### config.mk
export PLATFORM = sky130hd
export DESIGN_NAME = fpu_norm_shifter
export DESIGN_NICKNAME = d
export VERILOG_FILES = /design/src/rtl/fpu_norm_shifter.sv
export SDC_FILE = /design/constraint.sdc
export NUM_CORES = 1
export LEC_CHECK = 0
export ABC_CLOCK_PERIOD_IN_PS = 5000
export CORE_MARGIN = 1
export CORE_UTILIZATION = 54
export DETAILED_ROUTE_END_ITERATION = 10
export GPL_TIMING_DRIVEN = 0
export PLACE_DENSITY = 0.82
export SLEW_MARGIN = 20
export SYNTH_ARGS = -nofsm -noshare
export SYNTH_HDL_FRONTEND = slang
export SYNTH_SLANG_ARGS = --single-unit
### constraint.sdc
create_clock -name clk -period 5 [get_ports clk]
set_clock_uncertainty 0.2 [all_clocks]
set_input_delay 0.5 -clock clk [delete_from_list [all_inputs] [get_ports clk]]
set_output_delay 0.5 -clock clk [all_outputs]
set_load 0.01 [all_outputs]
### src/rtl/fpu_norm_shifter.sv
// Normalization shifter for the FMADD datapath: left-shifts the mantissa by the LZD count
// one binary stage per cycle, adjusts the biased exponent and clamps into the denormal range.
module fpu_norm_shifter #(
    parameter int MAN_W = 24,
    parameter int EXP_W = 8,
    parameter int CNT_W = 5
) (
    input  logic             clk,
    input  logic             rst,
    input  logic             in_valid,
    output logic             in_ready,
    input  logic [MAN_W-1:0] in_man,
    input  logic [EXP_W-1:0] in_exp,
    input  logic [CNT_W-1:0] in_lz_cnt,
    input  logic             in_zero,
    output logic             out_valid,
    input  logic             out_ready,
    output logic [MAN_W-1:0] out_man,
    output logic [EXP_W-1:0] out_exp,
    output logic             out_zero,
    output logic             out_denorm
);

    localparam logic [1:0] IDLE  = 2'd0;
    localparam logic [1:0] SHIFT = 2'd1;
    localparam logic [1:0] DONE  = 2'd2;

    // Wide enough to compare the count against the exponent without truncating either.
    localparam int CMP_W = ((EXP_W > CNT_W) ? EXP_W : CNT_W) + 1;
    localparam logic [CMP_W-1:0] MAX_SHIFT = CMP_W'(MAN_W - 1);

    logic [1:0]       state_reg;
    logic [MAN_W-1:0] man_reg;
    logic [EXP_W-1:0] exp_reg;
    logic             zero_reg;
    logic             denorm_reg;
    logic [CNT_W-1:0] eff_reg;
    logic [CNT_W-1:0] k_reg;

    logic [CMP_W-1:0] lz_ext;
    logic [CMP_W-1:0] exp_ext;
    logic             lz_below_exp;
    logic [CMP_W-1:0] raw_shift;
    logic [CMP_W-1:0] clamped_shift;
    logic [CNT_W-1:0] eff_next;
    logic [EXP_W-1:0] exp_next;
    logic             denorm_next;

    assign lz_ext       = CMP_W'(in_lz_cnt);
    assign exp_ext      = CMP_W'(in_exp);
    assign lz_below_exp = lz_ext < exp_ext;

    // When the count reaches the exponent, shift only far enough to land on exponent 1,
    // which the denormal encoding represents as exponent 0.
    always_comb begin
        raw_shift = '0;
        if (in_zero) begin
            raw_shift = '0;
        end else if (lz_below_exp) begin
            raw_shift = lz_ext;
        end else if (exp_ext != '0) begin
            raw_shift = exp_ext - CMP_W'(1);
        end
        clamped_shift = (raw_shift > MAX_SHIFT) ? MAX_SHIFT : raw_shift;
    end

    assign eff_next    = CNT_W'(clamped_shift);
    assign exp_next    = (!in_zero && lz_below_exp) ? (in_exp - EXP_W'(in_lz_cnt)) : '0;
    assign denorm_next = !in_zero && !lz_below_exp;

    // One candidate per binary stage; stages at or beyond the mantissa width clear it.
    logic [MAN_W-1:0] stage_shift [CNT_W];

    generate
        for (genvar gi = 0; gi < CNT_W; gi++) begin : g_stage
            localparam int AMT = 1 << gi;
            if (AMT < MAN_W) begin : g_part
                assign stage_shift[gi] = {man_reg[MAN_W-1-AMT:0], {AMT{1'b0}}};
            end else begin : g_full
                assign stage_shift[gi] = '0;
            end
        end
    endgenerate

    always_ff @(posedge clk or posedge rst) begin
        if (rst) begin
            state_reg  <= IDLE;
            man_reg    <= '0;
            exp_reg    <= '0;
            zero_reg   <= 1'b0;
            denorm_reg <= 1'b0;
            eff_reg    <= '0;
            k_reg      <= '0;
        end else begin
            case (state_reg)
                IDLE: begin
                    if (in_valid) begin
                        man_reg    <= in_man;
                        exp_reg    <= exp_next;
                        zero_reg   <= in_zero;
                        denorm_reg <= denorm_next;
                        eff_reg    <= eff_next;
                        k_reg      <= CNT_W'(CNT_W - 1);
                        state_reg  <= SHIFT;
                    end
                end
                SHIFT: begin
                    if (eff_reg[k_reg]) begin
                        man_reg <= stage_shift[k_reg];
                    end
                    if (k_reg == '0) begin
                        state_reg <= DONE;
                    end else begin
                        k_reg <= k_reg - CNT_W'(1);
                    end
                end
                DONE: begin
                    if (out_ready) begin
                        state_reg <= IDLE;
                    end
                end
                default: state_reg <= IDLE;
            endcase
        end
    end

    assign in_ready   = (state_reg == IDLE) && !rst;
    assign out_valid  = (state_reg == DONE);
    assign out_man    = man_reg;
    assign out_exp    = exp_reg;
    assign out_zero   = zero_reg;
    assign out_denorm = denorm_reg;

endmodule

**After elaboration in Yosys (flattened, before gate mapping)**

Cells that the tools add are included.

- Register bits after elaboration: 46
- Bits of input ports: 42
- Output and inout bits: 36

- Add/sub/neg operators: 3
- Magnitude comparators: 4
- Eq/ne operators: 7
- Muxes and demuxes: 20
- Bitwise gates (word level): 1
- Reductions and logical operators: 14

Operator list:

| kind | number |
|---|---|
| $mux 24 | 4 |
| $bmux 24 s3 | 1 |
| $pmux 24 s2 | 1 |
| $mux 9 | 3 |
| $mux 5 | 3 |
| $pmux 5 s2 | 1 |
| $gt 9x5->1 const B | 1 |
| $reduce_and 3->1 | 3 |
| $reduce_bool 9->1 | 1 |
| $sub 8x1->9 const B | 1 |
| $lt 5x8->1 | 1 |
| $mux 8 | 1 |
| $ne 2x2->1 const B | 4 |
| $sub 8x5->8 | 1 |
| $ge 6x4->1 const B | 1 |
| $mux 2 | 3 |
| $not 5->6 | 1 |
| $pmux 2 s3 | 1 |
| $logic_not 5->1 | 1 |
| $lt 5x4->1 const B | 1 |
| $sub 5x1->5 const B | 1 |
| $bmux 1 s3 | 1 |
| $logic_and 1x1->1 | 3 |
| $logic_not 1->1 | 3 |
| 7 further kinds | 7 |

**Longest topological paths before layout**

- Word-level depth: 6
- Gate-level depth with buffers: 11

**Worst setup path before layout**

No wires, ideal clock.

- Kind: input-to-reg
- From: in in_exp[0]
- To: reg exp_reg[7], in the netlist out_exp[7]
- Arrival: 2.421 ns
- Slack: 2.310 ns
- Stages on the path: 10
- Buffers on the path: 0
- Cell sequence: inv_1 > ha_1 > inv_1 > fa_1 > nand2_1 > a2111oi_4 > o21ai_1 > or3_4 > or4_1 > nand3_1

- Longest elaborated chain between the ends: 3
- Elaborated cells between the ends (all ways): 4
- Those cells by class: add/sub: 1; order compare: 1; mux: 1; reduce/logical: 1

Ends and longest elaborated chain:

| element | RTL line | text |
|---|---|---|
| start, declared | 13 | `input logic [EXP_W-1:0] in_exp,` |
| $lt 5x8->1 | 51 | `assign lz_below_exp = lz_ext < exp_ext;` |
| $logic_and 1x1->1 | 68 | `assign exp_next = (!in_zero && lz_below_exp) ? (in_exp - EXP_W'(in_lz_cnt)) : '0;` |
| $mux 8 * | 68 |  |
| end signal, assigned | 99 | `exp_reg <= exp_next;` |
| end, declared | 34 | `logic [EXP_W-1:0] exp_reg;` |

Mark *: on every way between the ends. The rest lies on a longest branch, timed or not.
A chain may end at the register's enable or synchronous reset.

**Final worst setup path**

Ends and elaborated chain as after synthesis.

==> out/summary.txt <==
status = finished, final reports clean
slowest CP cell = clkdlybuf4s50_1
CP Capture Type = register
ant diodes = 0
total CTS buffers = 5
Top cell by count, worst path = inv_1
crit-path leading delay family = simple AND/OR/NAND/NOR gates
Yosys reg bits = 46
Num Clock Sinks = 46
HPWL reported at the end of detailed placement = 6960 µm
critical path class = input port to register
PwrDens = 624 mW/mm²
CP Buf/Inv Count = 3
row cnt = 27
Gate power share = 62.0%
fin. max-slew vios = 0
vias per cell = 6.28
hold slack final = 0.285 ns
Pint = 1400 µW
Leakage Power = 0.00171 µW
root buf cell = clkbuf_8
wire length per cell = 18.2 µm
Worst VDD drop = 0.000296 V
Die ar. = 0.00619 mm²
# port buffers = 75
via count = 3203
Post-synth EDFFs = 0
Post-Syn Area = 0.00318 mm²
Syn Area/Cell = 8.95 µm²
CTS tree = done
Hold Buf Count CTS = 0
switching pwr = 1160 µW
antenna violations before repair = 0
max reg flops = 24
final WL = 9260 µm
GPL Wtd Cong = 0.968
boundary pin count = 78
residual DRC count = 0
share of layout cells above drive strength 1 = 9.13%
dominant cells by area after synthesis = dfrtp_1 (36%), mux4_2 (7.1%), nor2_1 (5.9%)
global-route wire length before repair = 15400 µm
Final Cell Area = 0.00412 mm²
Overflow after GRT = 0
r2r setup slk = 2.38 ns
clock-pin slew on the worst setup and hold paths = 0.09 ns
Crit. Startpoint = in_exp[0]
clock group share of total power = 8.6%
Worst Path Max Fanout = 7
CP Cell Sequence = clkdlybuf4s50_1 > inv_1 > ha_1 > inv_1 > fa_1 > nand2_1 > a2111oi_4 > o21ai_1 > or3_4 > or4_1 > nand3_1
DIE HEIGHT = 78.7 µm
Setup crit start kind = input port
initial core utilization = 57.0%
Post-CTS Resized = 0
critical path arrival = 3.17 ns
Hold Startpoint = out_exp[2]
final worst-path cycle share = 62.7%
worst stage delay on the critical path = 0.52 ns
Req. time, crit path = 5.03 ns
setup_tns = 0 ns
Die W = 78.7 µm
final hold violation count = 0
cell count after synthesis = 355
area share of the largest cell type after synthesis = 36.2%
final-stage net count = 489
CTS H-tree depth = 2
Yosys top cell by area = dfrtp_1
syn nets = 406
top_reg_cell synth = dfrtp_1
reg2reg start = k_reg[0]
Synth warnings = 0
Post-CTS Setup Repair Bufs = 0
worst hold path class = register to register
sequential area share after synthesis = 36.2%
Worst slew margin = 49.5%
vias in the first global route = 3055
Worst-Skew Late Latency = 0.30 ns
Max Fclk = 0.319 GHz
DRT iter0 DRCs = 375
Layout area overhead = 29.6%
Worst-Margin Slew = 0.756 ns
Final ANT Viol Nets = 0
core box area = 0.00557 mm²
RSZ-0062 raised after global routing = no
Post-DP Area = 0.00404 mm²
gr usage total = 32.3%
final setup fails = 0
distinct cell type count after synthesis = 48
DRT Pass-1 Iters = 5
largest net degree at the start of global routing = 30
Final Power = 2570 µW
Tmin final = 3.13 ns
max-cap violation count = 0
Net Sw Frac = 45.3%
Async SR Flop Fraction = 100%
largest buffer count on any clock path = 2
filler cell count = 463
Flop pwr share = 29.3%
[layout make-up]
type / instances / area, µm² / share of cell area (%)
Multi-Input combinational cell: 270 / 1870 / 45.4
Timing Repair Buffer: 76 / 771 / 18.7
Tap cell: 72 / 90.1 / 2.19
Buffer: 23 / 97.6 / 2.37
Inverter: 16 / 60.1 / 1.46
Clock inverter: 2 / 10.0 / 0.243
Clock buffer: 5 / 68.8 / 1.67
Sequential cell: 46 / 1150 / 28.0
[per-stage QoR]
step	util, %	setup slack [ns]	cells
3_5_place_dp	72.4	1.57	503
5_1_grt	73.8	1.72	510
3_3_place_gp	72.1	1.61	502
4_1_cts	73.8	1.86	510
6_report	73.8	1.87	510
2_1_floorplan	-	2.31	355
[power groups by stage]
stage | combinational, µW | clock [µW] | sequential (µW)
2_1_floorplan | 976 | 0 | 741
3_3_place_gp | 1520 | 0 | 743
3_5_place_dp | 1570 | 0 | 749
4_1_cts | 1580 | 224 | 742
5_1_grt | 1740 | 241 | 771
6_report | 1590 | 221 | 753
[worst paths after layout]
check	endpoint	depth (start not counted)
worst max-delay path	out_exp[7]	11
worst min-delay path	out_exp[2]	2
worst max register to register	k_reg[1]	9
worst min register to register	out_exp[2]	2
max in group asynchronous	out_man[1]	3
min in group asynchronous	out_man[18]	2
[cell families after synthesis]
group / count (synthesis) / share of synthesized area (%)
AOI/OAI and AO/OA: 88 / 18.9
xor gates and xnor gates: 7 / 1.93
adders and majority gates: 9 / 3.78
buffers and inverters: 39 / 4.96
DFF: 46 / 36.2
muxes: 37 / 16.0
and+or+nand+nor: 129 / 18.3
[cells in the mapped netlist, drive strengths merged (8+ instances only)]
| cell type | number |
|---|---|
| mux4 | 10 |
| o21ai | 32 |
| mux2i | 18 |
| ha | 8 |
| inv | 15 |
| mux2 | 9 |
| nor2 | 50 |
| nand2 | 38 |
| buf | 11 |
| dfrtp | 46 |
| clkbuf | 12 |
| a221oi | 10 |
| a21oi | 12 |
[metal layers]
layer  up-vias  GRT usage (%)  routed length [µm]
li1       1453              -                   -
met2       174           48.1                4070
met5         -              0                   0
met3        14           3.33                 810
met1      1562           49.9                4240
met4         0           8.70                 145
[tightest hold or removal path, stage by stage (launching register included)]
cell,delay (ns)
dfrtp_1,0.35
nand2_1,0.05
o21ai_0,0.06
[layout by cell type (no fill, tap or decap), drive strengths merged, types with 4 or more instances in the layout]
cell           count
nor2              50
ha                 8
a21oi             12
dfrtp             46
nor3               7
o211ai             4
nand2             38
mux2               9
and3               7
a22oi              7
xnor2              4
clkbuf            17
a221oi            10
buf               12
o21ai             32
mux2i             18
mux4              10
inv               15
clkdlybuf4s50     75
nor2b              5
nand3              6
No activity file was read; power rests on OpenSTA's default activity.
